### config.mk
export PLATFORM = sky130hd
export DESIGN_NAME = mem_port_arbiter
export DESIGN_NICKNAME = d
export VERILOG_FILES = /design/src/rtl/mem_port_arbiter.sv
export SDC_FILE = /design/constraint.sdc
export NUM_CORES = 1
export LEC_CHECK = 0
export BUFFER_PORTS_ARGS = -buffer_cell sky130_fd_sc_hd__buf_2
export CAP_MARGIN = 20
export CORE_MARGIN = 2
export CORE_UTILIZATION = 44
export CTS_CLUSTER_DIAMETER = 120
export CTS_CLUSTER_SIZE = 16
export DETAILED_ROUTE_END_ITERATION = 8
export PLACE_DENSITY_LB_ADDON = 0.1
export SLEW_MARGIN = 20
export SYNTH_ARGS = -nofsm -noshare
export SYNTH_HDL_FRONTEND = slang
export SYNTH_SLANG_ARGS = --single-unit
### constraint.sdc
create_clock -name clk -period 2 [get_ports clk]
set_input_delay 0.1 -clock clk [delete_from_list [all_inputs] [get_ports clk]]
set_output_delay 0.1 -clock clk [all_outputs]
set_load 0.02 [all_outputs]
### src/rtl/mem_port_arbiter.sv
// Fetch/data port arbiter onto one four-phase word interface, with watchdog reissue.
// Partial-store read-modify-write is built only when ARB_RMW_EN is defined.
module mem_port_arbiter #(
  parameter int TIMEOUT_CYCLES = 255,
  parameter int RETRY_GAP      = 2
) (
  input  logic        clk,
  input  logic        rst_n,
  input  logic        i_req,
  input  logic [31:0] i_addr,
  output logic [31:0] i_rdata,
  output logic        i_done,
  input  logic        d_req,
  input  logic        d_we,
  input  logic [3:0]  d_be,
  input  logic [31:0] d_addr,
  input  logic [31:0] d_wdata,
  output logic [31:0] d_rdata,
  output logic        d_done,
  output logic [31:0] addr,
  output logic [31:0] data_i,
  output logic        ren,
  output logic        wen,
  input  logic        ack,
  input  logic [31:0] data_o,
  output logic        timeout_seen
);

  typedef enum logic [2:0] {IDLE, RD, WR, RMW_RD, RMW_WR, RELEASE, RETRY} state_t;

  localparam logic [7:0] WD_LAST  = 8'(TIMEOUT_CYCLES - 1);
  localparam logic [7:0] GAP_LAST = 8'(RETRY_GAP - 1);

  state_t     state;
  state_t     resume;
  logic       owner_d;
  logic       retry_wen;
  logic [7:0] wd_cnt;
  logic [7:0] gap_cnt;
  logic       busy;

  // Word addressing: the byte offset bits never reach the interpreter.
  logic unused_addr_bits;
  assign unused_addr_bits = ^{i_addr[1:0], d_addr[1:0]};

  assign busy = (state == RD) || (state == WR) || (state == RMW_RD) || (state == RMW_WR);

`ifdef ARB_RMW_EN
  logic [3:0]  cap_be;
  logic [31:0] cap_wdata;
  logic        rmw_pend;
  logic [31:0] be_mask;
  logic [31:0] merged;

  always_comb begin
    be_mask = '0;
    for (int n = 0; n < 4; n++) be_mask[8*n +: 8] = {8{cap_be[n]}};
    merged = (data_o & ~be_mask) | (cap_wdata & be_mask);
  end
`endif

  always_ff @(posedge clk or negedge rst_n) begin
    if (!rst_n) begin
      state        <= IDLE;
      resume       <= IDLE;
      owner_d      <= 1'b0;
      retry_wen    <= 1'b0;
      wd_cnt       <= '0;
      gap_cnt      <= '0;
      addr         <= '0;
      data_i       <= '0;
      ren          <= 1'b0;
      wen          <= 1'b0;
      i_rdata      <= '0;
      d_rdata      <= '0;
      i_done       <= 1'b0;
      d_done       <= 1'b0;
      timeout_seen <= 1'b0;
`ifdef ARB_RMW_EN
      cap_be       <= '0;
      cap_wdata    <= '0;
      rmw_pend     <= 1'b0;
`endif
    end else begin
      i_done <= 1'b0;
      d_done <= 1'b0;

      // Watchdog: an unacked strobe is dropped after TIMEOUT_CYCLES high cycles.
      if (busy && !ack) begin
        if (wd_cnt == WD_LAST) begin
          ren          <= 1'b0;
          wen          <= 1'b0;
          retry_wen    <= wen;
          resume       <= state;
          gap_cnt      <= '0;
          timeout_seen <= 1'b1;
          state        <= RETRY;
        end else begin
          wd_cnt <= wd_cnt + 8'd1;
        end
      end

      case (state)
        IDLE: if (!ack) begin
          if (d_req) begin
            owner_d <= 1'b1;
            addr    <= {d_addr[31:2], 2'b00};
            wd_cnt  <= '0;
            if (!d_we) begin
              ren   <= 1'b1;
              state <= RD;
            end else if (d_be == 4'h0) begin
              // Empty store: completes via RELEASE so the done cycle never meets IDLE.
              d_done <= 1'b1;
              state  <= RELEASE;
`ifdef ARB_RMW_EN
            end else if (d_be != 4'hF) begin
              ren       <= 1'b1;
              cap_be    <= d_be;
              cap_wdata <= d_wdata;
              state     <= RMW_RD;
`endif
            end else begin
              wen    <= 1'b1;
              data_i <= d_wdata;
              state  <= WR;
            end
          end else if (i_req) begin
            owner_d <= 1'b0;
            addr    <= {i_addr[31:2], 2'b00};
            wd_cnt  <= '0;
            ren     <= 1'b1;
            state   <= RD;
          end
        end
        RD: if (ack) begin
          ren <= 1'b0;
          if (owner_d) begin
            d_rdata <= data_o;
            d_done  <= 1'b1;
          end else begin
            i_rdata <= data_o;
            i_done  <= 1'b1;
          end
          state <= RELEASE;
        end
        WR: if (ack) begin
          wen    <= 1'b0;
          d_done <= 1'b1;
          state  <= RELEASE;
        end
`ifdef ARB_RMW_EN
        RMW_RD: if (ack) begin
          ren      <= 1'b0;
          data_i   <= merged;
          rmw_pend <= 1'b1;
          state    <= RELEASE;
        end
        RMW_WR: if (ack) begin
          wen    <= 1'b0;
          d_done <= 1'b1;
          state  <= RELEASE;
        end
`endif
        RELEASE: if (!ack) begin
`ifdef ARB_RMW_EN
          if (rmw_pend) begin
            rmw_pend <= 1'b0;
            wen      <= 1'b1;
            wd_cnt   <= '0;
            state    <= RMW_WR;
          end else begin
            state <= IDLE;
          end
`else
          state <= IDLE;
`endif
        end
        RETRY: begin
          // A late ack restarts the gap so the reissue never overlaps it.
          if (ack) begin
            gap_cnt <= '0;
          end else if (gap_cnt == GAP_LAST) begin
            ren    <= ~retry_wen;
            wen    <= retry_wen;
            wd_cnt <= '0;
            state  <= resume;
          end else begin
            gap_cnt <= gap_cnt + 8'd1;
          end
        end
        default: state <= IDLE;
      endcase
    end
  end

endmodule

==> results of run 1 <==
-- kinds of logic (layout without fill, tap and decap cells) --
kind of cell,Yosys count,count (layout)
muxes,128,128
other,1,2
buffers and inverters,39,435
adders and majority gates,4,4
and+or+nand+nor,104,104
AOI/OAI and AO/OA,81,81
xor gates and xnor gates,5,5
DFF,155,155
-- Yosys cell counts, types with 5 or more instances --
cell type	number
mux2_1	28
mux2i_1	30
mux2_2	70
clkbuf_1	13
dfrtp_1	155
buf_2	11
nand3_1	11
nor2_1	6
o21ai_0	41
buf_4	6
nand2_1	46
inv_1	5
or4_1	7
a21oi_1	11
a31oi_1	5
-- worst max-delay path by stage --
stage | cells past startpoint | start | endpoint | slack (ps)
after detailed placement | 4 | state[2] | wd_cnt[5] | 110
after global placement | 5 | state[1] | data_i[12] | 140
after floorplan | 5 | state[1] | data_i[0] | 100
final | 5 | state[0] | data_i[8] | 110
after CTS | 6 | gap_cnt[1] | wd_cnt[1] | 110
after global routing | 5 | state[1] | wd_cnt[5] | 20
-- cell type report --
cell class / count / area (um2) / share of cell area [%]
multi-input cells: 324 / 2590 / 25.9
repair buffers: 398 / 2690 / 26.9
inverters: 5 / 18.8 / 0.187
well taps: 184 / 230 / 2.30
flip-flops and latches: 155 / 3880 / 38.8
clock buffers: 18 / 439 / 4.39
clock inverters: 14 / 159 / 1.59
-- metal layers --
| layer | share of wire, % | vias up | global-route usage (%) |
|---|---|---|---|
| met5 | 0 | - | 0 |
| met4 | 1.6 | 0 | 7.05 |
| met3 | 6.4 | 20 | 5.48 |
| met2 | 52 | 223 | 42.8 |
| met1 | 40 | 2722 | 28.3 |
| li1 | - | 2631 | - |
-- critical path: cells and delay by family (launching register included) --
family                 cells  cell delay [ps]
and+or+nand+nor            2              600
buffers and inverters      2              430
DFF                        1              380
muxes                      1              350
-- what timing repair did --
| action | in CTS | in global routing |
|---|---|---|
| endpoints found under the setup margin | 0 | 10 |
| resized for setup | 0 | 3 |
| setup buffers | 0 | 0 |
| hold buffers | 113 | 0 |
| endpoints found under the hold margin | 171 | 0 |
-- placed cells by master (no fill, tap or decap), drive strengths merged, types with 2 or more instances in the layout --
cell / n
bufinv: 2
clkinv: 4
a221o: 2
a21oi: 11
ha: 4
and2: 2
o31ai: 4
clkinvlp: 3
clkbuf: 18
o2111ai: 2
buf: 285
mux2: 98
xor2: 4
a31oi: 5
conb: 2
and4b: 2
nor2: 6
nor2b: 4
dlygate4sd3: 113
or4: 7
dfrtp: 155
nand4: 4
mux2i: 30
nand2: 46
nand3: 12
nand2b: 4
inv: 10
nand3b: 2
and4: 3
a21boi: 2
o21ai: 43
a211oi: 3
nor3b: 4
nor4: 4
-- sequential cells by signal (all words and copies together) (netlist names), 3 cells and up --
signal / cells
resume: 3
d_rdata: 32
data_i: 32
i_rdata: 32
wd_cnt: 8
state: 3
gap_cnt: 8
addr: 30
-- power groups by stage --
stage,clock (mW),sequential (mW),combinational [mW]
3_5_place_dp,0,5.34,5.80
6_report,3.24,5.35,5.97
4_1_cts,3.33,5.32,5.98
5_1_grt,3.46,5.53,6.42
3_3_place_gp,0,5.28,5.67
2_1_floorplan,0,6.88,1.97
-- through the flow --
stage                     util [%]  setup WS [ps]  instances
after floorplan                  -           96.8        518
final                         68.4            109       1098
after global routing          68.4           19.7       1098
after CTS                     68.3            107       1098
after global placement        56.5            145        953
after detailed placement      56.5            114        953
==> flow_summary_export.csv, run 1 <==
group,metric,value,unit
run_status,status,"finished, final reports clean",
logic_synthesis,synth_compound_area_share,7.31,%
finish,fillers,1044,
logic_synthesis,yosysUniqueCellTypes,53,
route,dr.pass1.iters,4,
route,antenna_left,0,
logic_synthesis,ys_seq_area_share,58.4,%
clocking,htreeDepth,4,
floorplan,ios,271,
timing,worst_pin_slew,516,ps
logic_synthesis,syn_inst,517,
pwr,switchingPower,5.66,mW
logic_synthesis,synth_top_family_by_area,"multiplexers",
route,drtIter0Drc,210,
timing,min_period,1890,ps
floorplan,rows,44,
route,vias_per_cell,5.10,
logic_synthesis,synth-simple-area-share,8.64,%
timing,setup_viol,0,
timing,fin_setup_tns,0,ps
place,port_buffers,264,
logic_synthesis,synthTopCellsByArea,"dfrtp_1 (58%), mux2_2 (12%), mux2_1 (4.7%)",
logic_synthesis,ys.flop_type,"dfrtp_1",
timing,timing.fmax,0.529,GHz
timing,hold_viol,0,
place,place_area,8270,um2
floorplan,start_util,45.4,%
logic_synthesis,muxShareOfSynthArea,21.1,%
worst_setup_path,critPathKind,"register to register",
worst_hold_path,holdPathStages,3,
finish,final_nets,1043,
pwr,p_sw_share,38.9,%
place,hpwl,12.1,mm
logic_synthesis,synth_edf_count,0,
global_route,grt_pass1_vias,5896,
floorplan,core_area,14600,um2
worst_setup_path,end_kind,"register",
worst_setup_path,critical_path.cell_chain,"buf_4, nor4_4, nor3b_4, buf_12, mux2_1",
clocking,clock_latency,420,ps
job,cap_viol_max_count,0,
worst_setup_path,cp_max_fo,32,
logic_synthesis,synth_top_area_share,58.4,%
global_route,grt_max_degree,61,
worst_setup_path,cp.required,2290,ps
worst_setup_path,cp_slowest_cell,"dfrtp_1",
clocking,cts_sinks,155,
pwr,pwr-share-seq,36.7,%
route,drc,0,
logic_synthesis,synth_seq_cells,155,
timing,finClkSkew,11.8,ps
global_route,grt-ovfl-total,0,
worst_hold_path,min_from,"i_addr[25]",
clocking,cts_tree,"built",
route,wirelength,18.7,mm
logic_synthesis,yosys.area.top_type,"dfrtp_1",
floorplan,die_w,127,um
finish,drive_gt1_share,43.4,%
timing,drv_slew,0,
finish,num_antenna_cells,0,
worst_hold_path,holdCritPathClass,"primary input to register",
logic_synthesis,ys_warn_count,0,
global_route,antenna_found_initial,0,
pwr,clock_power_share,22.3,%
worst_setup_path,ff2ff_path_depth,5,
route,wl_per_cell,17.0,um
floorplan,dieArea,16100,um2
pwr,power,14.6,mW
global_route,grt_pass1_wl,30.2,mm
pwr,ir_drop,0.866,mV
timing,hold_ws,12.2,ps
timing,post-route-period-util,94.5,%
pwr,p_leak,4.92,nW
finish,synthToLayoutAreaGrowth,50.7,%
clocking,path_clk_slew,60,ps
logic_synthesis,postSynthAreaPerCell,12.9,um2
pwr,p_per_area,1450,nW/um2
place,gp_congestion,0.837,
worst_setup_path,cpPeakStageDelay,380,ps
global_route,grt_usage,23.7,%
pwr,pwr-share-comb,41.0,%
logic_synthesis,synthAdderAreaFrac,0.753,%
clocking,clk_path_buf_depth,2,
logic_synthesis,synthArstFlopShare,100,%
floorplan,die_h,127,um
worst_hold_path,worstHoldEndpoint,"addr[25]",
worst_setup_path,cp-start-kind,"register",
worst_setup_path,worstReg2RegStart,"state[0]",
timing,slew_headroom,65.6,%
worst_setup_path,crit_arrival,2180,ps
finish,postLayoutCellArea,10000,um2
worst_setup_path,r2r-end,"data_i[8]",
logic_synthesis,synth-xor-area-share,0.659,%
clocking,cts_buffers,17,
worst_setup_path,rrSetupSlack,110,ps
timing,rsz0062_at_grt,"no",
logic_synthesis,netlist_area,6650,um2
route,vias,5596,
clocking,cts-root-buf,"clkbuf_16",
pwr,p_int,8.90,mW
(Power assumes the default switching activity.)
==> inputs of run 2 (changes only) <==
Settings changed: RECOVER_POWER from default to 50.
==> flow_summary_export.csv, run 2 (synthesis gave the netlist of run 1 again) <==
group,metric,value,unit
global_route,grt_usage,23.7,%
worst_setup_path,cp-start-kind,"register",
worst_setup_path,cpPeakStageDelay,380,ps
place,hpwl,12.1,mm
finish,drive_gt1_share,36.3,%
global_route,top_usage_layer,"met2",
route,antenna_left,0,
clocking,cts-root-buf,"clkbuf_16",
floorplan,core_area,14600,um2
timing,timing.fmax,0.529,GHz
finish,largest_registers,"d_rdata x32, data_i x32, i_rdata x32",
global_route,met2_usage,42.8,%
worst_setup_path,cp.required,2290,ps
worst_hold_path,worstHoldEndpoint,"addr[25]",
timing,post-route-period-util,94.5,%
finish,fillers,1078,
worst_setup_path,end_kind,"register",
floorplan,die_h,127,um
route,wirelength,18.8,mm
clocking,cts_buffers,17,
pwr,p_leak,4.71,nW
pwr,p_per_area,1450,nW/um2
route,vias_per_cell,5.10,
timing,setup_viol,0,
finish,num_antenna_cells,0,
global_route,grt_pass1_wl,30.2,mm
pwr,power,14.4,mW
timing,min_period,1890,ps
worst_hold_path,holdCritPathClass,"primary input to register",
finish,final_nets,1043,
finish,final_cell_mix,"buf_2 (198), dfrtp_1 (154), dlygate4sd3_1 (113)",
route,drtIter0Drc,240,
route,dr.pass1.iters,4,
worst_hold_path,holdPathStages,3,
timing,worst_pin_slew,1340,ps
route,wl_per_cell,17.1,um
worst_hold_path,min_from,"i_addr[25]",
floorplan,dieArea,16100,um2
timing,finClkSkew,11.4,ps
worst_setup_path,worstReg2RegStart,"state[0]",
clocking,path_clk_slew,60,ps
floorplan,start_util,45.4,%
clocking,post_cts_buffers,0,
timing,fin_setup_tns,0,ps
floorplan,die_w,127,um
clocking,cts_sinks,155,
clocking,htreeDepth,4,
timing,rsz0062_at_grt,"no",
floorplan,ios,271,
timing,drv_slew,0,
worst_setup_path,cp_slowest_cell,"dfrtp_1",
route,drc,0,
worst_setup_path,r2r-end,"data_i[8]",
place,port_buffers,264,
global_route,grt-ovfl-total,0,
worst_setup_path,rrSetupSlack,110,ps
global_route,antenna_found_initial,0,
floorplan,rows,44,
finish,layout_commonest_cell,"buf_2",
job,cap_viol_max_count,0,
worst_setup_path,ff2ff_path_depth,5,
clocking,cts_tree,"built",
global_route,met3_usage,5.48,%
timing,fin_ws,111,ps
run_status,status,"finished, final reports clean",
clocking,clk_path_buf_depth,2,
worst_setup_path,crit_arrival,2180,ps
finish,synthToLayoutAreaGrowth,49.1,%
clocking,clock_latency,420,ps
worst_setup_path,critical_path.cell_chain,"buf_4, nor4_4, nor3b_4, buf_12, mux2_1",
timing,slew_headroom,10.5,%
finish,final_core_util,67.7,%
route,vias,5596,
place,gp_congestion,0.837,
worst_setup_path,cp_max_fo,32,
global_route,grt_util_met1,28.3,%
global_route,grt_max_degree,61,
worst_setup_path,critPathKind,"register to register",
place,post-place-ws,114,ps
timing,hold_viol,0,
global_route,grt_pass1_vias,5896,
pwr,ir_drop,0.858,mV
run 2: changes by cell type in the layout (fill, tap and decap cells not counted), sizes merged:
cell,change
clkbuf,+67
buf,-67
run 2: layout make-up:
class                      count  area, um2  share of cell area (%)
clock buffer                  18        439                    4.43
timing repair buffer         398       2590                    26.1
tap                          184        230                    2.32
sequential                   155       3880                    39.2
clock inverter                14        159                    1.60
multi-input combinational    324       2590                    26.2
inverter                       5       18.8                   0.189
run 2: metrics by stage:
stage          hold slack (ps)  cell area [um2]  std cells
3_3_place_gp              80.1             8270        953
2_1_floorplan             -196             6650        518
5_1_grt                   29.4             9910       1098
3_5_place_dp              87.1             8270        953
4_1_cts                   7.65            10000       1098
6_report                  8.84             9910       1098
run 2: worst max-delay path by stage:
stage                          start    endpoint  slack, ps
final                       state[0]   data_i[8]        110
after global routing        state[1]   wd_cnt[5]         20
after CTS                 gap_cnt[1]   wd_cnt[1]        110
after detailed placement    state[2]   wd_cnt[5]        110
after global placement      state[1]  data_i[12]        140
after floorplan             state[1]   data_i[0]        100
run 2: power breakdown:
| part | switching [mW] | internal, mW |
|---|---|---|
| Sequential | 0.831 | 4.54 |
| Combinational | 3.52 | 2.27 |
| Clock | 1.34 | 1.90 |
run 2: layer usage:
layer	part of all wire [%]	wire, um
met1	41	7620
met5	0	0
met3	6.2	1160
met2	52	9670
met4	1.6	296
run 2: timing repair:
item                                    4_1_cts  5_1_grt
hold endpoints to repair                    171        0
endpoints found under the setup margin        0       10
hold buffers                                113        0
resized for setup                             0        3
run 2: worst max-delay path: cells and delay by family, from the launching register on:
family / cells / cell delay, ps
AND/OR/NAND/NOR: 2 / 600
buffers and inverters: 2 / 430
flip-flops: 1 / 380
multiplexers: 1 / 350
==> inputs of run 3 (changes only) <==
Settings changed: CORE_UTILIZATION 44 to 52.
Clock period 2 ns to 2.3 ns, I/O delays scaled along.
==> flow_summary_export.csv, run 3 (synthesis gave the netlist of run 1 again) <==
group,metric,value,unit
route,drtIter0Drc,313,
timing,worst_pin_slew,1050,ps
global_route,grt_usage,27.3,%
clocking,cts_buffers,17,
worst_setup_path,worstReg2RegStart,"state[1]",
job,cap_viol_max_count,0,
finish,synthToLayoutAreaGrowth,48.5,%
global_route,antenna_found_initial,0,
global_route,grt_max_degree,61,
worst_setup_path,cp_max_fo,24,
worst_setup_path,rrSetupSlack,350,ps
pwr,power,12.8,mW
worst_setup_path,crit_arrival,2250,ps
place,gp_congestion,0.807,
worst_setup_path,critPathKind,"register to register",
finish,final_core_util,78.5,%
timing,slew_headroom,29.8,%
global_route,grt-ovfl-total,0,
pwr,pwr-share-comb,38.9,%
timing,hold_viol,0,
finish,final_nets,1039,
worst_setup_path,endpoint,"d_rdata[26]",
floorplan,rows,41,
pwr,p_sw_share,38.1,%
floorplan,start_util,52.9,%
global_route,grt_pass1_vias,5881,
worst_setup_path,cp-start-kind,"register",
floorplan,die_h,117,um
finish,largest_registers,"d_rdata x32, data_i x32, i_rdata x32",
pwr,clock_power_share,24.4,%
clocking,clock_latency,420,ps
route,wl_per_cell,17.4,um
route,wirelength,18.8,mm
clocking,cts-root-buf,"clkbuf_16",
worst_setup_path,end_kind,"register",
route,vias,5630,
finish,num_antenna_cells,0,
pwr,switchingPower,4.86,mW
floorplan,ios,271,
worst_setup_path,r2r-end,"d_rdata[26]",
clocking,cts_sinks,155,
timing,rsz0062_at_grt,"no",
worst_hold_path,holdCritPathClass,"primary input to register",
route,antenna_left,0,
floorplan,core_area,12600,um2
route,drc,0,
clocking,htreeDepth,4,
global_route,grt_pass1_wl,28.5,mm
timing,setup_viol,0,
route,dr.pass1.iters,5,
pwr,p_int,7.91,mW
finish,final_cell_mix,"buf_2 (193), dfrtp_1 (155), dlygate4sd3_1 (110)",
clocking,path_clk_slew,60,ps
timing,fin_setup_tns,0,ps
finish,fillers,772,
timing,min_period,1950,ps
pwr,p_leak,4.70,nW
place,post-place-ws,383,ps
floorplan,die_w,117,um
worst_setup_path,critPathLaunch,"state[1]",
floorplan,dieArea,13700,um2
pwr,ir_drop,0.668,mV
timing,timing.fmax,0.513,GHz
pwr,pwr-share-seq,36.7,%
timing,finClkSkew,6.71,ps
worst_setup_path,cp.required,2600,ps
timing,post-route-period-util,84.8,%
timing,fin_ws,349,ps
route,vias_per_cell,5.20,
worst_setup_path,ff2ff_path_depth,6,
finish,drive_gt1_share,35.3,%
clocking,clk_path_buf_depth,2,
clocking,cts_resized,0,
clocking,cts_tree,"built",
pwr,p_per_area,1290,nW/um2
timing,drv_slew,0,
place,port_buffers,264,
finish,layout_commonest_cell,"buf_2",
run_status,status,"finished, final reports clean",
place,hpwl,11.8,mm
## run 3: worst max-delay path, cell delays in order (launching register included)
cell and delay [ps]:
dfrtp_1 370, nor2b_1 210, nor3b_1 400, buf_4 200, nand2_1 70, buf_4 260
mux2_2 320
## run 3: per-layer routing
layer | vias to the layer above | track usage [%] | wire length [um]
li1 | 2622 | - | -
met1 | 2697 | 31.9 | 7290
met2 | 264 | 47.1 | 9430
met3 | 47 | 7.11 | 1370
met4 | 0 | 13.4 | 686
met5 | - | 0 | 0
## run 3: per-stage QoR
stage	area, um2	hold slack [ps]	std cells
5_1_grt	9870	28.3	1082
2_1_floorplan	6650	-181	518
3_5_place_dp	8210	54.7	940
4_1_cts	9980	0.255	1082
6_report	9870	9.20	1082
3_3_place_gp	8210	53.2	940
## run 3: worst min-delay path by stage
stage / start / depth (start not counted) / to / slack (ps)
after floorplan: rst_n / 0 / addr[10] / -180
after global placement: rst_n / 1 / data_i[10] / 50
after detailed placement: rst_n / 1 / data_i[16] / 50
after CTS: d_addr[30] / 3 / addr[30] / 0.3
after global routing: d_addr[3] / 3 / addr[3] / 30
final: i_addr[30] / 3 / addr[30] / 9
## run 3: cell type report
class	instances	area (um2)	share of cell area (%)
Sequential cell	155	3880	39.3
Multi-Input combinational cell	324	2580	26.2
Timing Repair Buffer	394	2500	25.4
Clock buffer	23	488	4.94
Tap cell	172	215	2.18
Clock inverter	9	181	1.84
Inverter	5	18.8	0.190
## run 3: timing repair
item	CTS	global route
hold endpoints to repair	159	0
hold buffers	110	0
buffers inserted	0	0
## run 3: power by group through the flow
| stage | Sequential (mW) | Combinational, mW | Clock, mW |
|---|---|---|---|
| 2_1_floorplan | 5.98 | 1.72 | 0 |
| 3_3_place_gp | 4.59 | 4.84 | 0 |
| 3_5_place_dp | 4.65 | 4.95 | 0 |
| 4_1_cts | 4.63 | 5.11 | 3.17 |
| 5_1_grt | 4.84 | 5.36 | 3.29 |
| 6_report | 4.69 | 4.97 | 3.12 |
